**src/rtl/multicycle_control.sv**
```systemverilog
// multicycle_control
//   Multi-cycle main control unit for the MIPS datapath. A Moore FSM sequences
//   each instruction through fetch, decode, execute, memory and write-back. It
//   stalls on MemReady in FETCH, MEMRD and MEMWR. An illegal opcode parks the
//   machine in HALT with Fault set until reset.
// Ports:
//   clk, reset         clock; synchronous active-high reset
//   Op[5:0]            opcode field of the instruction register
//   MemReady           memory completed the current access this cycle
//   Zero               ALU zero flag (only affects PCEn in BRANCH)
//   PCWrite, PCWriteCond, PCEn, IorD, MemRead, MemWrite, IRWrite,
//   RegDst, MemtoReg, RegWrite, ALUSrcA, ALUSrcB[1:0], ALUOp[1:0],
//   PCSource[1:0]      datapath controls
//   Fault              sticky illegal-opcode flag
//   State[3:0]         current state code (debug)
module multicycle_control (
  input  logic       clk,
  input  logic       reset,
  input  logic [5:0] Op,
  input  logic       MemReady,
  input  logic       Zero,
  output logic       PCWrite,
  output logic       PCWriteCond,
  output logic       PCEn,
  output logic       IorD,
  output logic       MemRead,
  output logic       MemWrite,
  output logic       IRWrite,
  output logic       RegDst,
  output logic       MemtoReg,
  output logic       RegWrite,
  output logic       ALUSrcA,
  output logic [1:0] ALUSrcB,
  output logic [1:0] ALUOp,
  output logic [1:0] PCSource,
  output logic       Fault,
  output logic [3:0] State
);

  localparam logic [5:0] OP_RTYPE = 6'b000000;
  localparam logic [5:0] OP_LW    = 6'b100011;
  localparam logic [5:0] OP_SW    = 6'b101011;
  localparam logic [5:0] OP_BEQ   = 6'b000100;
  localparam logic [5:0] OP_ADDI  = 6'b001000;
  localparam logic [5:0] OP_J     = 6'b000010;

  typedef enum logic [3:0] {
    S_IDLE   = 4'd0,
    S_FETCH  = 4'd1,
    S_DECODE = 4'd2,
    S_MEMADR = 4'd3,
    S_MEMRD  = 4'd4,
    S_MEMWB  = 4'd5,
    S_MEMWR  = 4'd6,
    S_EXEC   = 4'd7,
    S_RWB    = 4'd8,
    S_BRANCH = 4'd9,
    S_ADDIEX = 4'd10,
    S_ADDIWB = 4'd11,
    S_JUMP   = 4'd12,
    S_HALT   = 4'd15
  } state_e;

  state_e     state_q, state_d;
  logic       pcwrite_q, pcwrite_d;
  logic       pcwritecond_q, pcwritecond_d;
  logic       iord_q, iord_d;
  logic       memread_q, memread_d;
  logic       memwrite_q, memwrite_d;
  logic       regdst_q, regdst_d;
  logic       memtoreg_q, memtoreg_d;
  logic       regwrite_q, regwrite_d;
  logic       alusrca_q, alusrca_d;
  logic [1:0] alusrcb_q, alusrcb_d;
  logic [1:0] aluop_q, aluop_d;
  logic [1:0] pcsource_q, pcsource_d;
  logic       fault_q, fault_d;

  always_comb begin
    state_d = state_q;
    unique case (state_q)
      S_IDLE:   state_d = S_FETCH;
      S_FETCH:  if (MemReady) state_d = S_DECODE;
      S_DECODE: begin
        unique case (Op)
          OP_LW, OP_SW: state_d = S_MEMADR;
          OP_RTYPE:     state_d = S_EXEC;
          OP_BEQ:       state_d = S_BRANCH;
          OP_ADDI:      state_d = S_ADDIEX;
          OP_J:         state_d = S_JUMP;
          default:      state_d = S_HALT;
        endcase
      end
      S_MEMADR: state_d = (Op == OP_LW) ? S_MEMRD : S_MEMWR;
      S_MEMRD:  if (MemReady) state_d = S_MEMWB;
      S_MEMWR:  if (MemReady) state_d = S_FETCH;
      S_EXEC:   state_d = S_RWB;
      S_ADDIEX: state_d = S_ADDIWB;
      S_MEMWB, S_RWB, S_ADDIWB, S_BRANCH, S_JUMP: state_d = S_FETCH;
      S_HALT:   state_d = S_HALT;
      default:  state_d = S_HALT;
    endcase
  end

  // Moore outputs are decoded from the next state and registered, so they are
  // valid for the whole cycle in which that state is current.
  always_comb begin
    pcwrite_d     = 1'b0;
    pcwritecond_d = 1'b0;
    iord_d        = 1'b0;
    memread_d     = 1'b0;
    memwrite_d    = 1'b0;
    regdst_d      = 1'b0;
    memtoreg_d    = 1'b0;
    regwrite_d    = 1'b0;
    alusrca_d     = 1'b0;
    alusrcb_d     = '0;
    aluop_d       = '0;
    pcsource_d    = '0;
    fault_d       = 1'b0;
    unique case (state_d)
      S_FETCH: begin
        memread_d = 1'b1;
        alusrcb_d = 2'b01;
      end
      S_DECODE: alusrcb_d = 2'b11;
      S_MEMADR, S_ADDIEX: begin
        alusrca_d = 1'b1;
        alusrcb_d = 2'b10;
      end
      S_MEMRD: begin
        memread_d = 1'b1;
        iord_d    = 1'b1;
      end
      S_MEMWR: begin
        memwrite_d = 1'b1;
        iord_d     = 1'b1;
      end
      S_MEMWB: begin
        regwrite_d = 1'b1;
        memtoreg_d = 1'b1;
      end
      S_EXEC: begin
        alusrca_d = 1'b1;
        aluop_d   = 2'b10;
      end
      S_RWB: begin
        regwrite_d = 1'b1;
        regdst_d   = 1'b1;
      end
      S_ADDIWB: regwrite_d = 1'b1;
      S_BRANCH: begin
        alusrca_d     = 1'b1;
        aluop_d       = 2'b01;
        pcwritecond_d = 1'b1;
        pcsource_d    = 2'b01;
      end
      S_JUMP: begin
        pcwrite_d  = 1'b1;
        pcsource_d = 2'b10;
      end
      S_HALT: fault_d = 1'b1;
      default: ;
    endcase
  end

  always_ff @(posedge clk) begin
    if (reset) begin
      state_q       <= S_IDLE;
      pcwrite_q     <= 1'b0;
      pcwritecond_q <= 1'b0;
      iord_q        <= 1'b0;
      memread_q     <= 1'b0;
      memwrite_q    <= 1'b0;
      regdst_q      <= 1'b0;
      memtoreg_q    <= 1'b0;
      regwrite_q    <= 1'b0;
      alusrca_q     <= 1'b0;
      alusrcb_q     <= '0;
      aluop_q       <= '0;
      pcsource_q    <= '0;
      fault_q       <= 1'b0;
    end else begin
      state_q       <= state_d;
      pcwrite_q     <= pcwrite_d;
      pcwritecond_q <= pcwritecond_d;
      iord_q        <= iord_d;
      memread_q     <= memread_d;
      memwrite_q    <= memwrite_d;
      regdst_q      <= regdst_d;
      memtoreg_q    <= memtoreg_d;
      regwrite_q    <= regwrite_d;
      alusrca_q     <= alusrca_d;
      alusrcb_q     <= alusrcb_d;
      aluop_q       <= aluop_d;
      pcsource_q    <= pcsource_d;
      fault_q       <= fault_d;
    end
  end

  // IRWrite and the fetch-time PC increment wait for MemReady so the PC
  // advances exactly once per fetch regardless of stall length.
  logic fetch_done;
  assign fetch_done  = (state_q == S_FETCH) && MemReady;

  assign IRWrite     = fetch_done;
  assign PCWrite     = pcwrite_q | fetch_done;
  assign PCWriteCond = pcwritecond_q;
  assign PCEn        = PCWrite | (pcwritecond_q & Zero);
  assign IorD        = iord_q;
  assign MemRead     = memread_q;
  assign MemWrite    = memwrite_q;
  assign RegDst      = regdst_q;
  assign MemtoReg    = memtoreg_q;
  assign RegWrite    = regwrite_q;
  assign ALUSrcA     = alusrca_q;
  assign ALUSrcB     = alusrcb_q;
  assign ALUOp       = aluop_q;
  assign PCSource    = pcsource_q;
  assign Fault       = fault_q;
  assign State       = state_q;

endmodule

```
**config.mk**
```make
export PLATFORM = sky130hd
export DESIGN_NAME = multicycle_control
export DESIGN_NICKNAME = d
export VERILOG_FILES = /design/src/rtl/multicycle_control.sv
export SDC_FILE = /design/constraint.sdc
export NUM_CORES = 1
export LEC_CHECK = 0
export BUFFER_PORTS_ARGS = -buffer_cell sky130_fd_sc_hd__buf_2
export CAP_MARGIN = 10
export CORE_MARGIN = 5
export CORE_UTILIZATION = 23
export CTS_BUF_LIST = sky130_fd_sc_hd__clkbuf_4 sky130_fd_sc_hd__clkbuf_8
export DETAILED_ROUTE_END_ITERATION = 10
export GPL_TIMING_DRIVEN = 1
export SYNTH_ARGS = -nofsm -noshare
export SYNTH_HDL_FRONTEND = slang
export SYNTH_SLANG_ARGS = --single-unit
export TNS_END_PERCENT = 1
```
**constraint.sdc**
```tcl
create_clock -name clk -period 5.7 [get_ports clk]
set_clock_uncertainty 0.15 [all_clocks]
set_input_delay 0.57 -clock clk [delete_from_list [all_inputs] [get_ports clk]]
set_output_delay 0.57 -clock clk [all_outputs]
set_load 0.01 [all_outputs]
```
[Yosys cells after proc, flatten, opt, wreduce, memory -nomap -nowiden]
Index checks and enable logic that the tools add are counted.
Storage, ports and cells
  bits in registers: 20
  latch bits: 0
  memory bits (writable): 0
  memory bits (read-only): 0
  bits of input ports: 10
  memories: 0
Cells by class
  $add $sub $neg: 0
  multiply operators: 0
  divide/modulo/power cells: 0
  order comparisons: 0
  equal/unequal tests: 30
  shift-type cells: 0
  mux-type cells: 19
  bitwise gates (word level): 3
  reduce and logical (&&, ||, !) cells: 10
Operators by type and width (count)
  4-bit == test, second input constant: 11
  4-bit by 3-bit == test with 1-bit output, second input constant: 8
  4-bit one-hot mux with 8 select lines: 1
  4-bit one-hot mux with 5 select lines: 1
  4-bit by 2-bit == test with 1-bit output, second input constant: 4
  6-bit == test, second input constant: 2
  4-bit 2-to-1 mux: 3
  1-bit 2-to-1 mux: 10
  4-bit by 1-bit == test with 1-bit output, second input constant: 2
  2-bit one-hot mux with 2 select lines: 2
  2-bit OR reduction: 4
  6-bit by 2-bit == test with 1-bit output, second input constant: 1
  6-bit by 3-bit == test with 1-bit output, second input constant: 1
  6-bit by 4-bit == test with 1-bit output, second input constant: 1
  6-bit zero test: 1
  2-bit one-hot mux with 3 select lines: 1
  6-bit OR reduction: 1
  4-bit zero test: 1
  4-bit OR reduction: 1
  3-bit OR reduction: 1
  2-bit 2-to-1 mux: 1
  1-bit bitwise OR: 2
  1-bit bitwise AND: 1
  1-bit logical AND: 1

[Logic depth before layout (Yosys ltp)]
  word-level depth: 7
  mapped depth: 7
  gate-level depth less buffers: 5

[Worst setup path before layout]
OpenSTA, ideal clock, no wires.
  path type: in2reg
  start point: in Op[3]
  end point: reg alusrca_q (netlist: ALUSrcA)
  data arrival time: 2202 ps
  data required time: 5454 ps
  setup slack: 3252 ps
  stages on the path: 5
  buffers on the path: 0
  cells stage by stage: or4_1 -> a2111oi_4 -> o21ai_1 -> or4_1 -> o41ai_2
Between the ends
  cells in the longest elaborated chain, start to end: 7
Ends and longest elaborated chain
  start: declaration: RTL line 19  | input logic [5:0] Op,
  6-bit == test, on equally long branches: RTL line 85, 94
  2-bit OR reduction: RTL line 85  | unique case (Op)
  4-bit one-hot mux with 5 select lines: RTL line 85
  4-bit one-hot mux with 8 select lines *: RTL line 81  | unique case (state_q)
  4-bit == test (tied with other cells): RTL line 121  | unique case (state_d)
  4-bit OR reduction (no source line) *
  1-bit 2-to-1 mux *: RTL line 121
  end signal: assignment: RTL line 193  | alusrca_q <= alusrca_d;
  end: declaration: RTL line 73  | logic alusrca_q, alusrca_d;
Mark *: on every way between the ends. The rest lies on a longest branch, timed or not.
A chain may end at the register's enable or synchronous reset.

[Worst setup path in the final report]
Ends and elaborated chain as after synthesis.

==> results.cfg <==
[floorplanning]
die_w_um = 71.49
io_pins = 32
initial_core_util_pct = 23.75
core_um2 = 3661
fp-row-count = 22
die_area_um2 = 5111
die_h_um = 71.49

[clock_tree]
clockRootBuffer = clkbuf_8
cts_tree = built
clkTransAtPathRegs_ns = 0.07
clock_path_buffers = 2
clk_latency_ns = 0.25
htreeDepth = 1
ctsResizeCount = 0
hold_buffers = 0
cts_setup_buffers = 0
cts_sinks = 18
cts_made_buffers = 3

[critical_path]
cp-startpoint = Op[3]
critPathMaxFanout = 5
endpoint_kind = register
r2r_end = ALUSrcA
r2r_cells = 5
cp_slowest_stage_delay_ns = 0.58
startpoint_type = primary input
critPathSlowestCell = or4_1
cp.required_ns = 5.70
cp-endpoint = ALUSrcA
criticalPathCategory = in2reg
path_buf_inv = 1
reg2reg_from = State[0]
arrival_ns = 2.45
r2r_slack_ns = 3.51
cp.depth = 6
worst_path_most_repeated_cell = or4_1
cpLargestDelayFamily = simple AND/OR/NAND/NOR gates
crit_chain = buf_2 -> or4_1 -> a2111oi_4 -> o21ai_1 -> or4_1 -> o41ai_2

[final_layout]
layout_common_cells = 31 x buf_2, 18 x dfxtp_1, 10 x nor2_1
layout_commonest_cell = buf_2
diodes = 0
final_nets = 133
drive_gt1_share_pct = 36.89
fill_cells = 402
area_growth_pct = 28.06
layout.cells.non_filler = 170

[sta]
setup_viol = 0
fmax_mhz = 408.4
rsz0062_at_grt = no
min_period_over_period_pct = 42.96
max_slew.worst_pin.slew_ns = 0.3807
hold_violations = 0
fin_crit_ns = 2.449
setup_tns_ns = 0
slew-limit-headroom_pct = 74.58
maxSlewViolCount = 0

[synth]
synth_nets = 103
yosys_warnings = 0
synthCells = 93
synth_cell_types = 36
avgSynthCellArea_um2 = 9.350
syn_area_um2 = 869.6
netlist_top_cells_area = dfxtp_1 41%, nor2_1 4.3%, nor3_1 4.0%
yosys.area.top_type = dfxtp_1
synth-edff-count = 0
synth-seq-cells = 18
synth_flop_cell = dfxtp_1
ys_async_sr_fraction_pct = 0
ys_seq_area_share_pct = 41.44
netlist.area_leader.share_pct = 41.44

[global_routing]
grt_pass1_vias = 770
grt-ovfl-total = 0
grt_max_degree = 14
grt_antenna_before_repair = 0
grt_pass1_wl_um = 3546
grt.total_usage_pct = 8.394

[routing]
wl_per_cell_um = 11.81
dr_total_vias = 762
first_iter_violations = 24
first_pass_iters = 4
avgViaCountPerCell = 4.482
drc = 0
drt.antenna.violating_nets = 0
wl_um = 2008

[placed_design]
portBuffers = 31
hpwl_um = 1539
gp_congestion = 0.7871
dpl.cell_count = 166

[job]
max_cap_viol_count = 0

[min_path]
min-delay-path-class = in2reg

[run_status]
outcome = finished, final reports clean

[power_and_ir_drop]
power_leakage_nw = 0.4956
vdd_ir_drop_max_mv = 0.1367
p_per_area_nw_per_um2 = 311.3
-- sequential cells by signal (all words and copies together), names as in the netlist --
name / count
pcwrite_q: 1
Fault: 1
State: 4
PCSource: 1
IorD: 1
MemWrite: 1
MemtoReg: 1
MemRead: 1
ALUOp: 2
RegDst: 1
ALUSrcA: 1
ALUSrcB: 2
RegWrite: 1
-- stage by stage --
step           hold WS (ns)  utilization (%)   power, W  setup WS (ns)  cell area (µm²)
5_1_grt              0.5355            30.42  0.0003674          3.165             1114
4_1_cts              0.4852            30.42  0.0003491          3.247             1114
2_1_floorplan        0.5852                -  0.0002150          3.252            869.6
6_report             0.4835            30.42  0.0003466          3.252             1114
3_3_place_gp         0.5997            28.91  0.0002468          3.063             1059
3_5_place_dp         0.6134            28.91  0.0002484          2.994             1059
-- power by group --
part	total [W]	switching, W	internal [W]
registers	0.000150	0.0000113	0.000139
clock network	0.000101	0.0000393	0.0000612
logic	0.0000959	0.0000545	0.0000414
-- layout make-up --
type                       instances  area [µm²]  area share (%)
timing repair buffer              32       162.7           14.61
multi-input combinational         67       471.7           42.36
inverter                           1       3.754          0.3371
clock buffer                       4       55.05           4.944
sequential                        18       360.3           32.36
tap                               48       60.06           5.393
-- how the worst min path moves through the flow --
stage / start / endpoint / slack (ns) / cells after the start
global placement: State[3] / State[0] / 0.60 / 2
CTS: reset / State[1] / 0.49 / 2
detailed placement: State[3] / State[0] / 0.61 / 2
global route: reset / State[1] / 0.54 / 2
floorplan: State[3] / State[0] / 0.59 / 2
finish: reset / State[1] / 0.48 / 2
-- layer usage --
metal | wire, µm | track usage, % | vias up | part of all wire, %
met5 | 0 | 0 | - | 0
met4 | 14 | 2.505 | 0 | 0.70
met3 | 162 | 2.665 | 2 | 8.1
met2 | 910 | 12.76 | 28 | 45
met1 | 921 | 11.32 | 343 | 46
li1 | - | - | 389 | -
-- cell usage after synthesis (all sizes together) (2+ instances only) --
cell type  number
nor3            7
o21ai           4
o21a            2
a21o            2
buf             2
nor2           10
nand2           5
nand4b          2
or4             3
nor4            2
nor2b           4
nand3           2
and3            2
nand2b          3
xnor2           4
dfxtp          18
clkbuf          5
-- cells by family (layout without fill, tap and decap cells) --
logic type	Yosys count	after routing	synth area share, %
buf+inv	8	37	4.316
simple gates	46	46	30.50
mux	1	1	1.295
flops	18	18	41.44
xor+xnor	5	5	5.036
compound gates	15	15	17.41
-- worst reg2reg max path: stages (launching register included) --
cell	delay [ns]
dfxtp_1	0.55
mux2_2	0.40
a32oi_1	0.16
o311a_1	0.38
xnor2_1	0.17
o41ai_2	0.29
No activity file was read; power rests on OpenSTA's default activity.
